File: config.mk
export PLATFORM = sky130hd
export DESIGN_NAME = leg_fetch
export DESIGN_NICKNAME = d
export VERILOG_FILES = /design/src/rtl/leg_fetch.sv
export SDC_FILE = /design/constraint.sdc
export NUM_CORES = 1
export LEC_CHECK = 0
export BUFFER_PORTS_ARGS = -buffer_cell sky130_fd_sc_hd__buf_2
export CORE_ASPECT_RATIO = 1.5
export CORE_UTILIZATION = 25
export CTS_BUF_LIST = sky130_fd_sc_hd__clkbuf_16
export CTS_CLUSTER_DIAMETER = 60
export CTS_CLUSTER_SIZE = 8
export DETAILED_ROUTE_END_ITERATION = 8
export PLACE_DENSITY = 0.46
export SLEW_MARGIN = 10
export SYNTH_ARGS = -nofsm -noshare
export SYNTH_HDL_FRONTEND = slang
export SYNTH_SLANG_ARGS = --single-unit
export TNS_END_PERCENT = 20
File: constraint.sdc
create_clock -name i_clk -period 4.75 [get_ports i_clk]
set_clock_uncertainty 0.1 [all_clocks]
set_input_delay 0.2375 -clock i_clk [delete_from_list [all_inputs] [get_ports i_clk]]
set_output_delay 0.2375 -clock i_clk [all_outputs]
set_load 0.02 [all_outputs]
File: src/rtl/leg_fetch.sv
// leg_fetch: instruction fetch stage for the LEG core.
//
// Issues sequential byte fetches to program memory, one request in flight at a time, and
// buffers the returned bytes (tagged with their address) in a small FIFO. The FIFO head is
// offered downstream over a valid/ready handshake. A redirect flushes the FIFO, restarts
// fetching at the new address and drops any response that was already in flight.
//
// Ports:
//   i_clk, i_rst_n       clock, asynchronous active-low reset
//   o_mem_req/o_mem_addr one-cycle fetch request and its address
//   i_mem_rvalid/rdata   in-order read response, one per request
//   o_inst_valid/o_inst/o_inst_pc/i_inst_ready  head of the instruction FIFO
//   i_redirect/i_redirect_pc                    flush and restart at a new address
module leg_fetch #(
  parameter int unsigned ADDR_W   = 4,
  parameter int unsigned DEPTH    = 4,
  parameter int unsigned RESET_PC = 0
) (
  input  logic              i_clk,
  input  logic              i_rst_n,
  output logic              o_mem_req,
  output logic [ADDR_W-1:0] o_mem_addr,
  input  logic              i_mem_rvalid,
  input  logic [7:0]        i_mem_rdata,
  output logic              o_inst_valid,
  output logic [7:0]        o_inst,
  output logic [ADDR_W-1:0] o_inst_pc,
  input  logic              i_inst_ready,
  input  logic              i_redirect,
  input  logic [ADDR_W-1:0] i_redirect_pc
);

  localparam int unsigned PtrW = $clog2(DEPTH);
  localparam int unsigned CntW = PtrW + 1;
  localparam logic [ADDR_W-1:0] ResetPc = ADDR_W'(RESET_PC);

  // FIFO storage
  logic [7:0]        byte_q [DEPTH];
  logic [ADDR_W-1:0] ipc_q  [DEPTH];

  logic [PtrW-1:0]   head_q, head_d;
  logic [PtrW-1:0]   tail_q, tail_d;
  logic [CntW-1:0]   count_q, count_d;
  logic [ADDR_W-1:0] pc_q, pc_d;
  logic [ADDR_W-1:0] req_pc_q, req_pc_d;
  logic              outstanding_q, outstanding_d;
  logic              discard_q, discard_d;
  // Low during reset and the partial cycle after release, so no request is shown in reset.
  logic              run_q;

  logic mem_req;
  logic pop;
  logic accept;
  logic push;

  always_comb begin
    mem_req = run_q && !outstanding_q && !discard_q && (count_q < CntW'(DEPTH));
    pop     = (count_q != '0) && i_inst_ready;
    // A response only counts when it answers the request in flight.
    accept  = i_mem_rvalid && outstanding_q;
    push    = accept && !discard_q && !i_redirect;
  end

  always_comb begin
    head_d        = head_q;
    tail_d        = tail_q;
    count_d       = count_q;
    pc_d          = pc_q;
    req_pc_d      = req_pc_q;
    outstanding_d = outstanding_q;
    discard_d     = discard_q;

    if (i_redirect) begin
      head_d  = '0;
      tail_d  = '0;
      count_d = '0;
      pc_d    = i_redirect_pc;
      if (accept) begin
        // The response closes the only request in flight (stale or not): nothing left to drop.
        outstanding_d = 1'b0;
        discard_d     = 1'b0;
      end else if (outstanding_q) begin
        discard_d = 1'b1;
      end else if (mem_req) begin
        // The request going out this cycle belongs to the old stream.
        outstanding_d = 1'b1;
        discard_d     = 1'b1;
      end
    end else begin
      if (mem_req) begin
        outstanding_d = 1'b1;
        req_pc_d      = pc_q;
        pc_d          = pc_q + ADDR_W'(1);
      end
      if (accept) begin
        outstanding_d = 1'b0;
        discard_d     = 1'b0;
      end
      if (push) begin
        tail_d = tail_q + PtrW'(1);
      end
      if (pop) begin
        head_d = head_q + PtrW'(1);
      end
      if (push && !pop) begin
        count_d = count_q + CntW'(1);
      end else if (pop && !push) begin
        count_d = count_q - CntW'(1);
      end
    end
  end

  always_ff @(posedge i_clk or negedge i_rst_n) begin
    if (!i_rst_n) begin
      head_q        <= '0;
      tail_q        <= '0;
      count_q       <= '0;
      pc_q          <= ResetPc;
      req_pc_q      <= '0;
      outstanding_q <= 1'b0;
      discard_q     <= 1'b0;
      run_q         <= 1'b0;
    end else begin
      head_q        <= head_d;
      tail_q        <= tail_d;
      count_q       <= count_d;
      pc_q          <= pc_d;
      req_pc_q      <= req_pc_d;
      outstanding_q <= outstanding_d;
      discard_q     <= discard_d;
      run_q         <= 1'b1;
    end
  end

  always_ff @(posedge i_clk or negedge i_rst_n) begin
    if (!i_rst_n) begin
      for (int unsigned i = 0; i < DEPTH; i++) begin
        byte_q[i] <= '0;
        ipc_q[i]  <= '0;
      end
    end else if (push) begin
      byte_q[tail_q] <= i_mem_rdata;
      ipc_q[tail_q]  <= req_pc_q;
    end
  end

  always_comb begin
    o_mem_req    = mem_req;
    o_mem_addr   = pc_q;
    o_inst_valid = (count_q != '0);
    o_inst       = byte_q[head_q];
    o_inst_pc    = ipc_q[head_q];
  end

endmodule

==> impl_results.md <==
* Status: finished, violations left
* Failing checks: hold timing
* Startpoint Class: flip-flop
* Post-Route WL at around 6000 um
* Clk pwr share at 28.0%
* Starting Density at 26.0%
* Final Worst Setup Slack at 2.36 ns
* DR DRC count at 0
* Sw Share at 32.2%
* Die H at 136 um
* Most numerous cell in the Yosys netlist: dfrtp_1
* Synth Instances at 200
* Yosys top cell by area: dfrtp_1
* Number of enable flip-flop cells after synthesis at 0
* Library cells used by synthesis at 34
* PD cells at 556 mW/mm^2
* Net switching power at 0.633 mW
* Max Freq at approximately 420 MHz
* TritonCTS Buffers at 9
* Core area at 0.0116 mm^2
* Area share of the largest cell type after synthesis at 54.9%
* Ys flop type: dfrtp_1
* Synth area leaders: dfrtp_1 55%, mux2_2 20%, mux4_2 9.0%
* Final period util at 50.3%
* Wire per inst at 15.3 um
* First-pass GRT wire length at 9850 um
* CP Data Arrival Time at ~2 ns
* Largest net degree at the start of global routing at 67
* Sequential share of power at 42.3%
* I/O pins at 35
* Die area at 0.0125 mm^2
* Internal power at 1.33 mW
* H-tree depth at 3
* Post-synthesis register bit count at 66
* Worst setup EP type: output pin
* Number of vias per cell at 4.40
* ANT cells at 0
* Register Area at 0.00165 mm^2
* Peak VDD IR at 0.191 mV
* Logic gate share of total power at 29.7%
* Worst min-delay path class: primary input to asynchronous set/reset pin
* Register area share after synthesis at 54.9%
* CTS max path bufs at 2
* First-pass DRT Iterations at 4
* Worst Setup Path Type: flip-flop to output pin
* Number of global-route vias before repair at 1849
* CP Max Fanout at 14
* RSZ-0062 raised after global routing: false
* GRT Total Usage at 10.8%
* Fill cell total of the finished layout at 1167
* Clock Pin Slew Worst Setup and Hold Paths at 0.05 ns
* Row cnt at 48
* Syn_area_per_cell at between 15 and 20 um^2
* Post-synth ARST share at 100%
* Overflow after GRT at 0
* TNS Setup at 0 ns
* Sink Count at 66
* Initial antenna violation count at 0
* Max-cap violations at 0
* Critical path required time at 4.41 ns
* Multi-input logic area at around 0.0013 mm^2
* Area post-placement at 0.00330 mm^2
* Synthesized area at 0.00301 mm^2
* Fin Hold WS at -0.00646 ns
* Syn Nets at roughly 220
* Rel. slew slack at roughly 40%
* # setup viols final at 0
* Worst Tran Pin Value at 0.904 ns
* Clock root cell: clkbuf_16
* Postcts setup bufs at 0
* Final hold violation count at 4
* Synth warnings at 0
* Placement Setup Slack at roughly 2.6 ns
* Leakage at 1.67 nW
* Hold-fix buffers, CTS at 0
* Placer Congestion at 0.676
* Resized Gates After CTS at 0
* Post-route cell area at 0.00354 mm^2
* Post-DP HPWL at 3840 um
* Fin nets at 259
* Post-DRT Antenna Nets at 0
* Port buffer count at 34
* Max-slew violations at 0
* Clk_lat worst skew at roughly 0.33 ns
* CTS tree: yes
* Post-synth top cells: 66 x dfrtp_1, 53 x mux2_2, 12 x mux4_2, 9 x nand2_1, 6 x nor2_1
* Min Tclk post-route at between 2 and 2.5 ns
* Total number of vias at 1704
* Chip Width at 91.6 um
* Initial DRC Count at 90
* Share of layout cells above drive strength 1 at 47.7%
* Area Overhead vs Synth at 17.5%
[power groups by stage]
stage / clock (mW) / combinational, mW / sequential, mW
finish: 0.551 / 0.585 / 0.832
floorplan: 0 / 0.481 / 0.779
global route: 0.597 / 0.641 / 0.863
CTS: 0.570 / 0.597 / 0.838
global placement: 0 / 0.588 / 0.847
detailed placement: 0 / 0.597 / 0.847
[kinds of logic (layout without fill, tap and decap cells)]
| kind of cell | Yosys count | after routing | synth area share, % |
|---|---|---|---|
| AO/OA/AOI/OAI | 9 | 9 | 2.00 |
| XOR/XNOR | 7 | 7 | 2.04 |
| adder cells (fa/ha/maj) | 6 | 6 | 2.74 |
| buffers and inverters | 15 | 52 | 3.12 |
| flip-flops | 66 | 66 | 54.9 |
| multiplexers | 67 | 67 | 29.5 |
| other | 1 | 1 | 0.125 |
| AND/OR/NAND/NOR | 29 | 29 | 5.65 |
[flip-flops by register name (all words and copies together) (netlist names)]
| signal | count |
|---|---|
| byte_q | 32 |
| count_q | 3 |
| discard_q | 1 |
| head_q | 2 |
| ipc_q | 16 |
| o_mem_addr | 4 |
| outstanding_q | 1 |
| req_pc_q | 4 |
| run_q | 1 |
| tail_q | 2 |
[cell type report]
type	count	share of cell area [%]
sequential	66	46.7
multi-input combinational	119	35.8
timing repair buffer	35	5.02
inverter	5	0.531
tap	150	5.31
clock buffer	9	6.37
clock inverter	3	0.318
[metrics by stage]
step / total power, mW / utilization, % / std cells / hold slack (ns)
finish: 1.97 / 30.5 / 387 / -0.00646
global route: 2.10 / 30.5 / 387 / 0.0209
CTS: 2.01 / 30.5 / 387 / 0.0000588
detailed placement: 1.44 / 28.5 / 375 / 0.350
global placement: 1.43 / 28.5 / 375 / 0.359
floorplan: 1.26 / - / 200 / -0.158
[path summary, 6_finish.rpt]
check / start / endpoint / slack, ns / cells past startpoint
setup reg to reg: discard_q$_DFFE_PN0P_ / count_q[2]$_DFFE_PN0P_ / 2.75 / 6
min in group i_clk: i_redirect_pc[1] / o_mem_addr[1]$_DFFE_PN0P_ / 0.01 / 3
hold / removal: i_rst_n / byte_q[3]$_DFFE_PN0P_ / -0.006 / 2
hold reg to reg: ipc_q[7]$_DFFE_PN0P_ / ipc_q[7]$_DFFE_PN0P_ / 0.40 / 1
setup / recovery: head_q[0]$_DFFE_PN0P_ / o_inst_pc[3] / 2.36 / 2
max in group asynchronous: i_rst_n / byte_q[24]$_DFFE_PN0P_ / 3.99 / 2
[metal layers]
layer	vias up	GRT usage, %	routed length, um
li1	778	-	-
met1	886	12.7	2520
met2	33	17.5	3020
met3	7	4.36	298
met4	0	4.50	74
met5	-	0	0
[critical path, stage by stage, from the launching register on]
cell and delay, ns:
dfrtp_1 0.93, mux4_2 0.62, buf_2 0.18
[cells in the final DEF (no fill, tap or decap), types with 2 or more instances in the layout]
master,netlist,final
mux4_2,12,12
clkinv_1,0,3
nor3b_1,3,3
mux2i_1,2,2
nor2_1,6,6
buf_2,2,34
and2_1,2,2
o21ai_0,4,4
dfrtp_1,66,66
mux2_2,53,53
xnor2_1,5,5
clkbuf_16,0,9
ha_1,5,5
nand2_1,9,9
xor2_1,2,2
inv_1,5,5
nor3_1,2,2
Power figures use the tool's default switching activity.
